==> src/rtl/kmeans_frame_sequencer.sv <==
// Per-frame controller for the k-means centroid datapath. It seeds the datapath, gates one frame
// of pixels into it, tabulates, then waits for the centroids and publishes them.
module kmeans_frame_sequencer #(
    parameter int unsigned H_ACTIVE       = 1280,
    parameter int unsigned V_ACTIVE       = 720,
    parameter int unsigned TIMEOUT_CYCLES = 4096
) (
    input  logic        clk_in,
    input  logic        rst_in,
    input  logic [1:0]  num_players_in,
    input  logic        frame_start_in,
    input  logic        frame_end_in,
    input  logic        pix_valid_in,
    output logic        km_valid_out,
    output logic        km_tabulate_out,
    output logic        km_rst_out,
    input  logic        km_done_in,
    input  logic [43:0] km_x_in,
    input  logic [39:0] km_y_in,
    output logic        seed_load_out,
    output logic [43:0] seed_x_out,
    output logic [9:0]  seed_y_out,
    output logic [43:0] x_out,
    output logic [39:0] y_out,
    output logic [3:0]  player_mask_out,
    output logic        valid_out,
    output logic        timeout_out,
    output logic [7:0]  frames_skipped_out
);

    localparam int unsigned TimerW = (TIMEOUT_CYCLES > 2) ? $clog2(TIMEOUT_CYCLES) : 1;
    localparam logic [TimerW-1:0] TimerLast = TimerW'(TIMEOUT_CYCLES - 1);
    localparam logic [9:0] SeedY = 10'(V_ACTIVE / 2);

    typedef enum logic [2:0] {StSeed, StArm, StCollect, StTab, StWait} state_e;

    state_e             state_q, state_d;
    logic [1:0]         active_q;
    logic [3:0]         mask_q;
    logic [43:0]        seed_x_q;
    logic [9:0]         seed_y_q;
    logic [TimerW-1:0]  timer_q;
    logic [43:0]        x_q, cap_x;
    logic [39:0]        y_q, cap_y;
    logic               valid_q;
    logic               timeout_q;
    logic [7:0]         skipped_q;
    logic               skip_inc;
    logic               players_same;
    logic               timer_expired;

    // Seed x sits at the centre of each of N equal-width vertical strips.
    function automatic logic [43:0] seed_for(input logic [1:0] np);
        logic [43:0] s;
        s = '0;
        case (np)
            2'd0: s[10:0] = 11'(H_ACTIVE / 2);
            2'd1: begin
                s[10:0]  = 11'(H_ACTIVE / 4);
                s[21:11] = 11'((3 * H_ACTIVE) / 4);
            end
            2'd2: begin
                s[10:0]  = 11'(H_ACTIVE / 6);
                s[21:11] = 11'((3 * H_ACTIVE) / 6);
                s[32:22] = 11'((5 * H_ACTIVE) / 6);
            end
            default: begin
                s[10:0]  = 11'(H_ACTIVE / 8);
                s[21:11] = 11'((3 * H_ACTIVE) / 8);
                s[32:22] = 11'((5 * H_ACTIVE) / 8);
                s[43:33] = 11'((7 * H_ACTIVE) / 8);
            end
        endcase
        return s;
    endfunction

    function automatic logic [3:0] mask_for(input logic [1:0] np);
        logic [3:0] m;
        for (int i = 0; i < 4; i++) begin
            m[i] = (2'(i) <= np);
        end
        return m;
    endfunction

    assign players_same  = (num_players_in == active_q);
    assign timer_expired = (timer_q == TimerLast);
    // A start that lands while busy, or together with the end it would follow, loses its frame.
    assign skip_inc = frame_start_in && ((state_q == StWait) || (state_q == StTab) ||
                                         ((state_q == StCollect) && frame_end_in));

    always_comb begin
        cap_x = '0;
        cap_y = '0;
        for (int i = 0; i < 4; i++) begin
            if (2'(i) <= active_q) begin
                cap_x[i*11 +: 11] = km_x_in[i*11 +: 11];
                cap_y[i*10 +: 10] = km_y_in[i*10 +: 10];
            end
        end
    end

    always_ff @(posedge clk_in) begin
        if (rst_in) begin
            state_q <= StSeed;
        end else begin
            state_q <= state_d;
        end
    end

    always_comb begin
        state_d = state_q;
        case (state_q)
            StSeed:    state_d = StArm;
            StArm:     if (frame_start_in) state_d = players_same ? StCollect : StSeed;
            StCollect: if (frame_end_in) state_d = StTab;
            StTab:     state_d = StWait;
            StWait: begin
                if (km_done_in) begin
                    state_d = StArm;
                end else if (timer_expired) begin
                    state_d = StSeed;
                end
            end
            default:   state_d = StSeed;
        endcase
    end

    always_ff @(posedge clk_in) begin
        if (rst_in) begin
            active_q  <= '0;
            mask_q    <= '0;
            seed_x_q  <= '0;
            seed_y_q  <= '0;
            timer_q   <= '0;
            x_q       <= '0;
            y_q       <= '0;
            valid_q   <= 1'b0;
            timeout_q <= 1'b0;
            skipped_q <= '0;
        end else begin
            valid_q <= 1'b0;
            case (state_q)
                StSeed: begin
                    active_q <= num_players_in;
                    mask_q   <= mask_for(num_players_in);
                    seed_x_q <= seed_for(num_players_in);
                    seed_y_q <= SeedY;
                end
                StTab: timer_q <= '0;
                StWait: begin
                    timer_q <= timer_q + 1'b1;
                    if (km_done_in) begin
                        x_q     <= cap_x;
                        y_q     <= cap_y;
                        valid_q <= 1'b1;
                    end else if (timer_expired) begin
                        timeout_q <= 1'b1;
                    end
                end
                default: ;
            endcase
            if (skip_inc && (skipped_q != 8'hff)) begin
                skipped_q <= skipped_q + 8'd1;
            end
        end
    end

    always_comb begin
        km_valid_out       = 1'b0;
        km_tabulate_out    = 1'b0;
        seed_load_out      = 1'b0;
        seed_x_out         = seed_x_q;
        seed_y_out         = seed_y_q;
        player_mask_out    = mask_q;
        x_out              = x_q;
        y_out              = y_q;
        valid_out          = valid_q;
        timeout_out        = timeout_q;
        frames_skipped_out = skipped_q;
        case (state_q)
            StSeed: begin
                seed_load_out   = 1'b1;
                seed_x_out      = seed_for(num_players_in);
                seed_y_out      = SeedY;
                player_mask_out = mask_for(num_players_in);
            end
            // The frame_start cycle already belongs to the frame being collected.
            StArm:     km_valid_out = pix_valid_in && frame_start_in && players_same;
            StCollect: km_valid_out = pix_valid_in;
            StTab:     km_tabulate_out = 1'b1;
            default: ;
        endcase
        km_rst_out = rst_in || (state_q == StSeed);
        if (rst_in) begin
            km_valid_out       = 1'b0;
            km_tabulate_out    = 1'b0;
            seed_load_out      = 1'b0;
            seed_x_out         = '0;
            seed_y_out         = '0;
            player_mask_out    = '0;
            x_out              = '0;
            y_out              = '0;
            valid_out          = 1'b0;
            timeout_out        = 1'b0;
            frames_skipped_out = '0;
        end
    end

endmodule
==> config.mk <==
export PLATFORM = sky130hd
export DESIGN_NAME = kmeans_frame_sequencer
export DESIGN_NICKNAME = d
export VERILOG_FILES = /design/src/rtl/kmeans_frame_sequencer.sv
export SDC_FILE = /design/constraint.sdc
export NUM_CORES = 1
export LEC_CHECK = 0
export ABC_CLOCK_PERIOD_IN_PS = 4300
export BUFFER_PORTS_ARGS = -buffer_cell sky130_fd_sc_hd__buf_2
export CAP_MARGIN = 20
export CELL_PAD_IN_SITES_DETAIL_PLACEMENT = 1
export CELL_PAD_IN_SITES_GLOBAL_PLACEMENT = 1
export CORE_AREA = 4 4 115 171
export CTS_CLUSTER_DIAMETER = 50
export DETAILED_ROUTE_END_ITERATION = 10
export DIE_AREA = 0 0 119 175
export PLACE_DENSITY_LB_ADDON = 0.1
export SLEW_MARGIN = 20
export SYNTH_ARGS = -nofsm -noshare
export SYNTH_HDL_FRONTEND = slang
export SYNTH_SLANG_ARGS = --single-unit
==> constraint.sdc <==
create_clock -name clk_in -period 4.3 [get_ports clk_in]
set_clock_uncertainty 0.05 [all_clocks]
set_input_delay 0.215 -clock clk_in [delete_from_list [all_inputs] [get_ports clk_in]]
set_output_delay 0.215 -clock clk_in [all_outputs]
set_load 0.01 [all_outputs]
* Yosys cells after proc, flatten, opt, wreduce, memory -nomap -nowiden *
Index checks and enable logic that the tools add are counted.

word-level totals
  register bits after elaboration = 169
  logic and storage cells = 89

operators by class
  $add $sub $neg = 2
  $lt $le $gt $ge = 8
  equality and inequality tests = 12
  multiplexer cells = 37
  bitwise gates (word level) = 2
  reductions and logical operators = 17

operator list
  operator                                                                          count
  44-bit 2-to-1 mux                                                                 3
  10-bit 2-to-1 mux                                                                 6
  10-bit case mux with 3 select lines                                               2
  11-bit 2-to-1 mux                                                                 5
  40-bit 2-to-1 mux                                                                 1
  12-bit case mux with 2 select lines                                               1
  11-bit case mux with 2 select lines                                               1
  3-bit case mux with 5 select lines                                                1
  12-bit by 1-bit adder with 12-bit output (second input constant)                  1
  12-bit equality test (second input constant)                                      1
  3-bit 2-to-1 mux                                                                  4
  8-bit by 1-bit adder with 8-bit output (second input constant)                    1
  1-bit by 2-bit less-or-equal comparator with 1-bit output (first input constant)  4
  2-bit less-or-equal comparator (first input constant)                             4
  1-bit 2-to-1 mux                                                                  8
  4-bit 2-to-1 mux                                                                  2
  8-bit 2-to-1 mux                                                                  1
  8-bit inequality test (second input constant)                                     1
  3-bit by 2-bit equality test with 1-bit output (second input constant)            2
  3-bit AND reduction                                                               2
  1-bit logical AND                                                                 5
  2-bit inequality test (second input constant)                                     2
  2-bit OR reduction                                                                2
  3-bit by 1-bit equality test with 1-bit output (second input constant)            1
  14 further kinds                                                                  17

* Depth between registers and ports, before layout *
Gate-level depths: netlist of the first run.

  depth in word-level cells = 5
  mapped depth = 7
  gate-level depth less buffers = 5

* Worst setup path before layout of the first run *
Ideal clock, no wire load.

  kind = reg2out
  from = reg state_q[2]
  to = out seed_x_out[8]
  arrival time = 1.529 ns
  data required time = 4.035 ns
  slack = 2.506 ns
  stages on the path, launching flop included = 7
  path buffers = 3
  cells stage by stage = dfxtp_1 > clkbuf_1 > nor3_1 > clkbuf_1 > buf_2 > nand2_1 > a21oi_1

on the way
  longest elaborated chain between the ends = 3

RTL lines
  what                    line  source
  from (decl)             37    state_e state_q, state_d;
  from (signal assigned)  104   state_q <= StSeed;
  from (signal assigned)  106   state_q <= state_d;
  3-bit zero test         180   case (state_q)
  44-bit 2-to-1 mux       180
  44-bit 2-to-1 mux       n/a
  to (decl)               21    output logic [43:0] seed_x_out,

Every way passes these cells.

* Worst setup path after layout of the first run *
  from = reg state_q[2]
  to = out player_mask_out[3]

on the way
  longest elaborated chain between the ends = 3

RTL lines
  what              line  source
  3-bit zero test   180
  4-bit 2-to-1 mux  180
  4-bit 2-to-1 mux  n/a
  to (decl)         25    output logic [3:0] player_mask_out,

Every way passes these cells.

==> insert_results.sql, run 1 <==
INSERT INTO impl_metrics (metric_group, metric, value, unit) VALUES
('global_routing', 'antenna_found_initial', '2', ''),
('power', 'totalPowerFinal', '3.41', 'mW'),
('clock_tree', 'clock_insertion_delay_worst_skew', '0.43', 'ns'),
('finish', 'fin_cells', '1363', ''),
('routing', 'detailed_router_s_first_iteration_violation_count', '380', ''),
('clock_tree', 'cts_buffers', '17', ''),
('clock_tree', 'root_buffer', 'clkbuf_16', ''),
('clock_tree', 'clock_tree.buffer_depth', '2', ''),
('synthesis', 'muxShareOfSynthArea', '1.81', '%'),
('outcome', 'status', 'finished clean', ''),
('clock_tree', 'tritoncts', 'done', ''),
('power', 'power.share.clock', '45.0', '%'),
('finish', 'synthesis_to_layout_area_growth', '40.1', '%'),
('synthesis', 'synth_top_cells_by_count', 'dfxtp_1 (169), nand2_1 (140), a21oi_1 (116), nor2b_1 (94), nand3_1 (67)', ''),
('die', 'core', '18100', 'um2'),
('placement', 'detailed_place_hpwl', '13.7', 'mm'),
('flow_run', 'drv.max_cap_violation_count', '0', ''),
('power', 'switchingPower', '913', 'uW'),
('die', 'dieArea', '20800', 'um2'),
('sta', 'finalSetupViolations', '0', ''),
('placement', 'dp_worst_setup_slack', '1.79', 'ns'),
('hold_path', 'worstHoldPathType', 'in -> reg', ''),
('global_routing', 'globalRoute.busiestLayer', 'met2', ''),
('worst_setup_path', 'critPathKind', 'reg -> out', ''),
('sta', 'tns', '0', 'ns'),
('synthesis', 'simple_logic_cell_fraction_of_the_synthesized_area', '30.9', '%'),
('power', 'cellInternalPower', '2.50', 'mW'),
('synthesis', 'synth_compound_area_share', '11.3', '%'),
('routing', 'routed_wire_length_per_instance', '15.6', 'um'),
('clock_tree', 'worst_setup_hold_path_clk_slew', '0.07', 'ns'),
('worst_setup_path', 'critical_path.endpoint_type', 'output port', ''),
('worst_setup_path', 'worstPathArrival', '2.67', 'ns'),
('global_routing', 'grt_util_all_layers', '20.1', '%'),
('synthesis', 'dominant_combinational_cell_family_by_area_after_synthesis', 'simple AND/OR/NAND/NOR gates', ''),
('power', 'power.combinational.fraction', '8.0', '%'),
('finish', 'finalNetCount', '1201', ''),
('placement', 'number_of_instances_in_the_placed_design', '1253', ''),
('synthesis', 'synth_top_cell_by_area', 'dfxtp_1', ''),
('worst_setup_path', 'cp_max_stage_cell', 'or3_1', ''),
('synthesis', 'yosysMostFrequentCell', 'dfxtp_1', ''),
('die', 'std_cell_rows', '60', ''),
('synthesis', 'number_of_synthesized_register_bits', '169', ''),
('sta', 'grt_setup_unrepaired', 'no', ''),
('hold_path', 'holdPathStages', '3', ''),
('clock_tree', 'tritoncts_num_sinks', '169', ''),
('synthesis', 'synth-adder-area-share', '1.48', '%'),
('synthesis', 'seq_total_area_yosys', '49.9', '%'),
('synthesis', 'synth_top_flop_cell', 'dfxtp_1', ''),
('synthesis', 'yosysTopAreaCellShare', '49.9', '%'),
('worst_setup_path', 'timing.critical_path.from_type', 'register', ''),
('clock_tree', 'cts-htree-levels', '4', ''),
('synthesis', 'postSynth.asyncResetShare', '0', '%'),
('worst_setup_path', 'critical_path_peak_fanout', '29', ''),
('global_routing', 'grt_use_met2', '35.6', '%'),
('finish', 'fillers', '2225', ''),
('worst_setup_path', 'critical_path.cell_chain', 'or3_1 > buf_4 > nand2_1 > a21oi_1 > buf_2', ''),
('power', 'power_density', '359', 'nW/um2'),
('synthesis', 'mappedNetlistArea', '6790', 'um2'),
('synthesis', 'postSynthNetCount', '918', ''),
('die', 'die_w', '119', 'um'),
('power', 'power.static_leakage', '4.20', 'nW'),
('sta', 'setup_ws', '1.36', 'ns'),
('sta', 'final_min_period_over_clock_period', '68.3', '%'),
('sta', 'clock.fmax', '341', 'MHz'),
('sta', 'tightest_slew', '0.981', 'ns'),
('power', 'power_frac_seq', '47.0', '%'),
('power', 'ir_worst_vdd', '0.000245', 'V'),
('synthesis', 'synth_cells', '818', ''),
('die', 'starting_density_of_the_core', '37.5', '%'),
('global_routing', 'use_met3', '5.08', '%'),
('placement', 'place.gp.congestion', '0.775', '');
## through the flow
| step | util [%] | hold WS (ns) | cell area [um2] |
|---|---|---|---|
| 6_report | 52.5 | 0.0169 | 9510 |
| 5_1_grt | 52.5 | 0.00909 | 9510 |
| 4_1_cts | 52.5 | 0.000563 | 9500 |
| 3_5_place_dp | 44.9 | 0.389 | 8130 |
| 3_3_place_gp | 44.9 | 0.384 | 8130 |
| 2_1_floorplan | - | 0.301 | 6790 |
## worst max-delay path, delay by kind of cell (launching register included)
kind,cells,cell delay (ns)
buf+inv,2,0.58
flops,1,0.60
compound gates,1,0.19
simple gates,2,0.85
## final cells by class
cell class / instances / area, um2 / share of cell area, %
inverter: 8 / 30.0 / 0.316
tap: 248 / 310 / 3.26
sequential: 169 / 3380 / 35.6
multi-input combinational: 575 / 3110 / 32.7
antenna: 1 / 2.50 / 0.0263
clock inverter: 15 / 175 / 1.84
timing repair buffer: 330 / 2070 / 21.8
clock buffer: 17 / 425 / 4.48
## final timing paths
path | slack, ns | from | to
worst min-delay path | 0.02 | km_x_in[23] | x_q[23]$_SDFFE_PP0P_
worst max-delay path | 1.36 | state_q[2]$_SDFFE_PP0P_ | player_mask_out[3]
worst max register to register | 1.90 | state_q[2]$_SDFFE_PP0P_ | y_q[16]$_SDFFE_PP0P_
worst min register to register | 0.40 | x_q[25]$_SDFFE_PP0P_ | x_q[25]$_SDFFE_PP0P_
## cells by family after synthesis
family / count (synthesis)
buffers and inverters: 74
AOI/OAI and AO/OA: 139
DFF: 169
muxes: 11
and+or+nand+nor: 415
xor gates and xnor gates: 2
adders and majority gates: 8
## layout by cell type, fill, tap and decap left out, types with 2 or more instances in the layout
cell / instances
buf_2: 246
dfxtp_1: 169
nand2_1: 139
a21oi_1: 116
nor2b_1: 94
dlygate4sd3_1: 77
nand3_1: 67
nor2_1: 44
and3_1: 30
clkbuf_16: 17
nor3_1: 9
inv_1: 8
ha_1: 8
nand4_1: 7
mux2_2: 7
and2_1: 6
inv_8: 6
nor4_1: 5
buf_4: 5
a211oi_1: 4
o21ai_0: 3
mux2_1: 3
o2111ai_1: 3
o41ai_1: 3
clkinv_8: 3
o21a_1: 2
xnor2_1: 2
a31oi_1: 2
or2_2: 2
inv_6: 2
clkinv_4: 2
## what timing repair did
item                       4_1_cts  5_1_grt
hold buffers                    77        0
buffers inserted                 0        0
setup endpoints to repair        0        0
hold endpoints to repair        77        0
## power groups by stage
stage                     clock (mW)  sequential (mW)  combinational [mW]
after floorplan                    0             1.63               0.128
after global placement             0             1.64               0.217
after detailed placement           0             1.64               0.217
after CTS                       1.58             1.60               0.276
after global routing            1.65             1.61               0.302
final                           1.53             1.60               0.274
## flip-flops by register name (all words and copies together) (netlist names), 2 cells and up
register   flops
state_q        3
x_q           44
seed_x_q      44
timer_q       12
skipped_q      8
y_q           40
seed_y_q      10
mask_q         4
active_q       2
## metal layers
metal	vias to the layer above	share of wire, %
li1	3301	-
met1	3113	41
met2	183	51
met3	39	5.3
met4	2	2.4
met5	-	0.061
No activity file was read; power rests on OpenSTA's default activity.
==> run 2, diff against run 1 <==
- ABC_CLOCK_PERIOD_IN_PS: 4300 -> 2500
- CORE_AREA: 4 4 115 171 -> 4 4 124 186
- DIE_AREA: 0 0 119 175 -> 0 0 128 190
- clock period: 4.3 -> 2.5 ns (I/O delays scaled with it)
==> run 2 against run 1 <==
Net effect: sequential cell count stayed put; die area is 17% higher; total power is 72% higher; count of clock-buffer cells in the layout is 1 higher; sequential share of layout area is 0.88 points lower; global-route usage is 2.1 points lower; routed wire length is 4.8% higher; non-clock buffer count is 19 higher; critical path type unchanged; largest power group unchanged.
==> insert_results.sql, run 2 (synthesized netlist as in run 1, its figures left out) <==
INSERT INTO impl_metrics (metric_group, metric, value, unit) VALUES
('clock_tree', 'root_buffer', 'clkbuf_16', ''),
('power', 'ir_worst_vdd', '0.000443', 'V'),
('power', 'power_density', '601', 'nW/um2'),
('finish', 'finalNetCount', '1220', ''),
('global_routing', 'overflow', '0', ''),
('placement', 'portBuffers', '247', ''),
('routing', 'number_of_antenna_violating_nets_in_the_routed_design', '0', ''),
('placement', 'detailed_place_hpwl', '14.6', 'mm'),
('placement', 'place.gp.congestion', '0.750', ''),
('die', 'starting_density_of_the_core', '31.6', '%'),
('worst_setup_path', 'most_repeated_library_cell_on_the_critical_path', 'buf_4', ''),
('worst_setup_path', 'path_buf_inv', '3', ''),
('clock_tree', 'cts-htree-levels', '4', ''),
('global_routing', 'antenna_found_initial', '0', ''),
('finish', 'synthesis_to_layout_area_growth', '43.6', '%'),
('hold_path', 'worstHoldPathType', 'in -> reg', ''),
('sta', 'finalHoldWorstSlack', '0.0552', 'ns'),
('die', 'io_pins', '248', ''),
('sta', 'hold_violations', '0', ''),
('outcome', 'status', 'finished clean', ''),
('die', 'std_cell_rows', '66', ''),
('worst_setup_path', 'worst_path_largest_cell_delay', '0.36', 'ns'),
('die', 'dieArea', '24300', 'um2'),
('clock_tree', 'clock_tree.buffer_depth', '2', ''),
('clock_tree', 'tritoncts', 'done', ''),
('power', 'power.static_leakage', '4.30', 'nW'),
('die', 'die_w', '128', 'um'),
('worst_setup_path', 'cp.required', '2.33', 'ns'),
('worst_setup_path', 'critPathKind', 'reg -> out', ''),
('routing', 'firstDrtPassIters', '5', ''),
('flow_run', 'drv.max_cap_violation_count', '0', ''),
('clock_tree', 'worst_setup_hold_path_clk_slew', '0.07', 'ns'),
('worst_setup_path', 'crit_family', 'buffers and inverters', ''),
('finish', 'commonest_non_fill_non_tap_cells_in_the_layout', 'buf_2 (246), dfxtp_1 (169), nand2_1 (139)', ''),
('worst_setup_path', 'ff2ff_setup_slack', '0.54', 'ns'),
('sta', 'slew_headroom', '53.3', '%'),
('worst_setup_path', 'cp_max_stage_cell', 'dfxtp_1', ''),
('worst_setup_path', 'r2r_start', 'state_q[0]$_SDFFE_PP0P_', ''),
('sta', 'timing_max_transition_violations_final', '0', ''),
('routing', 'vias_per_cell', '4.76', ''),
('routing', 'routed_wire_length_per_instance', '15.9', 'um'),
('worst_setup_path', 'critical_path.cell_chain', 'buf_4 > nor3_2 > buf_4 > nand2_1 > a21oi_1 > buf_2', ''),
('finish', 'layout.cells.most_common', 'buf_2', ''),
('sta', 'tightest_slew', '0.700', 'ns'),
('finish', 'layout_top_registers', 'seed_x_q (44), x_q (44), y_q (40)', ''),
('worst_setup_path', 'timing.critical_path.from_type', 'register', ''),
('finish', 'post-route-util', '45.4', '%'),
('routing', 'wl', '22.3', 'mm'),
('worst_setup_path', 'worstPathArrival', '2.09', 'ns'),
('hold_path', 'min_to', 'timeout_q$_SDFFE_PP0P_', ''),
('finish', 'diodes', '0', ''),
('global_routing', 'grt_max_degree', '107', ''),
('hold_path', 'holdPathStages', '3', ''),
('worst_setup_path', 'critical_path_peak_fanout', '20', ''),
('worst_setup_path', 'ff_to_ff_end', 'y_q[18]$_SDFFE_PP0P_', ''),
('worst_setup_path', 'r2r.worst_path.cells', '5', ''),
('global_routing', 'first_global_vias', '6899', ''),
('sta', 'finalSetupViolations', '0', ''),
('clock_tree', 'tritoncts_num_sinks', '169', ''),
('global_routing', 'first_pass_grt_wire_length', '35.3', 'mm'),
('hold_path', 'min_from', 'km_done_in', ''),
('routing', 'vias', '6685', ''),
('clock_tree', 'cts_buffers', '17', ''),
('finish', 'fillers', '2607', ''),
('sta', 'tns', '0', 'ns'),
('die', 'die_height', '190', 'um'),
('routing', 'detailed_router_s_first_iteration_violation_count', '223', ''),
('routing', 'drc_errors', '0', ''),
('finish', 'share_of_cells_above_drive_strength_1', '27.6', '%'),
('clock_tree', 'clock_insertion_delay_worst_skew', '0.43', 'ns'),
('worst_setup_path', 'critical_path.endpoint_type', 'output port', ''),
('sta', 'timing.final.crit_period', '2.26', 'ns'),
('sta', 'grt_setup_unrepaired', 'no', ''),
('global_routing', 'grt_util_all_layers', '18.0', '%'),
('sta', 'clock.fmax', '442', 'MHz'),
('sta', 'final_min_period_over_clock_period', '90.5', '%'),
('die', 'core', '21500', 'um2');
[run 2: repair_timing]
action	4_1_cts	5_1_grt
hold endpoints to repair	87	0
setup endpoints to repair	0	1
gates resized for setup	0	1
hold buffers	87	0
buffers inserted	0	0
[run 2: power by group]
group / internal, mW / switching (mW) / leakage, nW
clock network: 1.43 / 1.18 / 0.285
logic: 0.227 / 0.278 / 2.65
registers: 2.73 / 0.0193 / 1.37
total: 4.39 / 1.48 / 4.30
[run 2: worst register-to-register path: stages, from the launching register on]
cell	delay [ns]
dfxtp_1	0.43
nor3b_4	0.44
and2_2	0.47
buf_12	0.22
nand3_1	0.11
a21oi_1	0.18
[run 2: per-stage QoR]
| step | instance area (um2) | std cells | total power, mW | setup WS (ns) |
|---|---|---|---|---|
| 2_1_floorplan | 6790 | 818 | 3.02 | 0.708 |
| 3_3_place_gp | 8290 | 1286 | 3.21 | 0.623 |
| 3_5_place_dp | 8290 | 1286 | 3.21 | 0.569 |
| 4_1_cts | 9740 | 1405 | 5.97 | 0.121 |
| 6_report | 9750 | 1405 | 5.86 | 0.238 |
| 5_1_grt | 9750 | 1405 | 6.14 | 0.0195 |
[run 2: layout make-up]
cell class                 instances  area [um2]  area share, %
timing repair buffer             349        2300           23.6
clock inverter                    14         140           1.44
multi-input combinational        575        3110           31.9
inverter                           8        30.0          0.308
clock buffer                      18         439           4.51
sequential                       169        3380           34.7
tap                              272         340           3.49
[run 2: how the worst max path moves through the flow]
stage,startpoint,end,slack (ns),depth (start not counted)
3_5_place_dp,state_q[0]$_SDFFE_PP0P_,y_q[10]$_SDFFE_PP0P_,0.57,5
3_3_place_gp,state_q[0]$_SDFFE_PP0P_,skipped_q[4]$_SDFFE_PP0P_,0.62,4
2_1_floorplan,state_q[0]$_SDFFE_PP0P_,skipped_q[5]$_SDFFE_PP0P_,0.71,5
6_report,state_q[2]$_SDFFE_PP0P_,seed_x_out[31],0.24,6
4_1_cts,state_q[2]$_SDFFE_PP0P_,seed_x_out[18],0.12,7
5_1_grt,state_q[2]$_SDFFE_PP0P_,player_mask_out[3],0.02,6
[run 2: routing by layer]
layer  part of all wire [%]  global-route usage (%)  vias up
met1                     41                    20.3     3134
met5                      0                       0        -
met4                    3.1                    7.92        0
li1                       -                       -     3332
met3                    5.4                    4.41       40
met2                     51                    31.7      179
==> run 3, diff against run 2 <==
- CORE_AREA: 4 4 124 186 -> 3 3 123 185
- DIE_AREA: 0 0 128 190 -> 0 0 126 188
- REMOVE_ABC_BUFFERS: default -> 1
==> run 3 against run 2 <==
Net effect: count of clock-buffer cells in the layout unchanged; global-route usage decreased by 0.30 points; critical path depth up 1; cell count about the same; largest power group unchanged.
==> insert_results.sql, run 3 (synthesized netlist as in run 1, its figures left out) <==
INSERT INTO impl_metrics (metric_group, metric, value, unit) VALUES
('global_routing', 'antenna_found_initial', '0', ''),
('finish', 'diodes', '0', ''),
('worst_setup_path', 'timing.critical_path.from_type', 'register', ''),
('finish', 'share_of_cells_above_drive_strength_1', '27.5', '%'),
('flow_run', 'drv.max_cap_violation_count', '0', ''),
('hold_path', 'worstHoldPathType', 'in -> reg', ''),
('sta', 'grt_setup_unrepaired', 'no', ''),
('global_routing', 'grt_max_degree', '111', ''),
('routing', 'route.met3.wl', '1.19', 'mm'),
('clock_tree', 'worst_setup_hold_path_clk_slew', '0.06', 'ns'),
('finish', 'fillers', '2606', ''),
('finish', 'synthesis_to_layout_area_growth', '43.9', '%'),
('die', 'die_w', '126', 'um'),
('worst_setup_path', 'worstPathArrival', '2.10', 'ns'),
('clock_tree', 'tritoncts', 'done', ''),
('finish', 'finalNetCount', '1221', ''),
('clock_tree', 'clock_tree.buffer_depth', '2', ''),
('routing', 'number_of_antenna_violating_nets_in_the_routed_design', '0', ''),
('power', 'power_density', '591', 'nW/um2'),
('routing', 'total_length_of_routed_met2_wires', '10.4', 'mm'),
('routing', 'vias_per_cell', '4.73', ''),
('global_routing', 'first_global_vias', '6594', ''),
('worst_setup_path', 'cp.required', '2.33', 'ns'),
('finish', 'commonest_non_fill_non_tap_cells_in_the_layout', 'buf_2 (246), dfxtp_1 (169), nand2_1 (139)', ''),
('sta', 'final_min_period_over_clock_period', '90.8', '%'),
('sta', 'finalSetupViolations', '0', ''),
('placement', 'detailed_place_hpwl', '14.1', 'mm'),
('routing', 'vias', '6647', ''),
('clock_tree', 'cts-htree-levels', '4', ''),
('placement', 'place.gp.congestion', '0.745', ''),
('sta', 'clock.fmax', '441', 'MHz'),
('routing', 'routed_wire_length_per_instance', '15.2', 'um'),
('global_routing', 'grt_util_all_layers', '17.7', '%'),
('finish', 'layout.cells.most_common', 'buf_2', ''),
('routing', 'detailed_router_s_first_iteration_violation_count', '222', ''),
('power', 'ir_worst_vdd', '0.000568', 'V'),
('global_routing', 'first_pass_grt_wire_length', '34.4', 'mm'),
('routing', 'top_layer_used', 'met4', ''),
('clock_tree', 'post_cts_resized', '0', ''),
('die', 'io_pins', '248', ''),
('clock_tree', 'clock_insertion_delay_worst_skew', '0.43', 'ns'),
('die', 'dieArea', '23700', 'um2'),
('sta', 'timing.final.crit_period', '2.27', 'ns'),
('global_routing', 'overflow', '0', ''),
('die', 'die_height', '188', 'um'),
('worst_setup_path', 'critical_path.endpoint_type', 'output port', ''),
('routing', 'firstDrtPassIters', '4', ''),
('finish', 'layout_top_registers', 'seed_x_q (44), x_q (44), y_q (40)', ''),
('clock_tree', 'tritoncts_num_sinks', '169', ''),
('outcome', 'status', 'finished clean', ''),
('placement', 'portBuffers', '247', ''),
('sta', 'hold_violations', '0', ''),
('placement', 'post_dp_cell_area', '8330', 'um2'),
('die', 'core', '21500', 'um2'),
('die', 'std_cell_rows', '66', ''),
('clock_tree', 'post_cts_hold_buffer_count', '88', ''),
('sta', 'timing_max_transition_violations_final', '0', ''),
('power', 'totalPowerFinal', '5.77', 'mW'),
('clock_tree', 'cts.repair_timing.setup_buffer_count', '0', ''),
('power', 'power.static_leakage', '4.31', 'nW'),
('worst_setup_path', 'critical_path_peak_fanout', '54', ''),
('routing', 'wl', '21.3', 'mm'),
('routing', 'drc_errors', '0', ''),
('finish', 'final_area', '9760', 'um2'),
('clock_tree', 'cts_buffers', '17', ''),
('sta', 'tightest_slew', '0.785', 'ns'),
('routing', 'drt-met1-wl', '9.40', 'mm'),
('die', 'starting_density_of_the_core', '31.6', '%'),
('clock_tree', 'root_buffer', 'clkbuf_16', ''),
('sta', 'slew_headroom', '47.6', '%'),
('worst_setup_path', 'critPathKind', 'reg -> out', '');
[run 3: cell types whose count changed in the layout (fill, tap and decap cells not counted), moves of 2 or more]
cell | before | now
buf_4 | 8 | 6
inv_8 | 2 | 0
buf_12 | 6 | 9
clkinv_2 | 2 | 5
[run 3: layout make-up]
class	instances	area [um2]	area share (%)
clock buffers	18	429	4.40
clock inverters	14	124	1.27
inverters	8	30.0	0.308
multi-input cells	575	3110	31.8
flip-flops and latches	169	3380	34.7
well taps	272	340	3.49
repair buffers	350	2350	24.1
[run 3: worst max-delay path: stages, from the launching register on]
cell and delay [ns]:
dfxtp_1 0.37, buf_4 0.19, or3_1 0.41, buf_12 0.20, nor2_1 0.18, a21oi_1 0.06, nor2_1 0.10, buf_2 0.15
[run 3: path summary, 6_finish.rpt]
check	from	to	slack, ns	cells after the start
max	state_q[2]$_SDFFE_PP0P_	player_mask_out[1]	0.23	7
min	frame_start_in	skipped_q[2]$_SDFFE_PP0P_	0.06	3
max reg2reg	state_q[2]$_SDFFE_PP0P_	skipped_q[6]$_SDFFE_PP0P_	0.59	4
min reg2reg	y_q[34]$_SDFFE_PP0P_	y_q[34]$_SDFFE_PP0P_	0.40	2
[run 3: through the flow]
stage	hold slack [ns]	std cells	setup TNS, ns	setup slack, ns	utilization [%]
after global placement	0.318	1286	0	0.621	38.8
after detailed placement	0.326	1286	0	0.604	38.8
after floorplan	0.144	752	-25.51	-0.325	-
after CTS	0.0467	1406	0	0.192	45.5
final	0.0640	1406	0	0.230	45.5
after global routing	0.0734	1406	0	0.0956	45.5
[run 3: layer usage]
layer	GRT usage, %	up-vias
met5	0	-
met2	30.0	179
met1	22.0	3106
li1	-	3343
met3	4.47	19
met4	5.49	0
[run 3: power by group]
part | total (mW) | internal (mW) | switching, mW
Sequential | 2.75 | 2.73 | 0.0179
Clock | 2.50 | 1.38 | 1.12
Combinational | 0.517 | 0.239 | 0.278
Total | 5.77 | 4.35 | 1.42
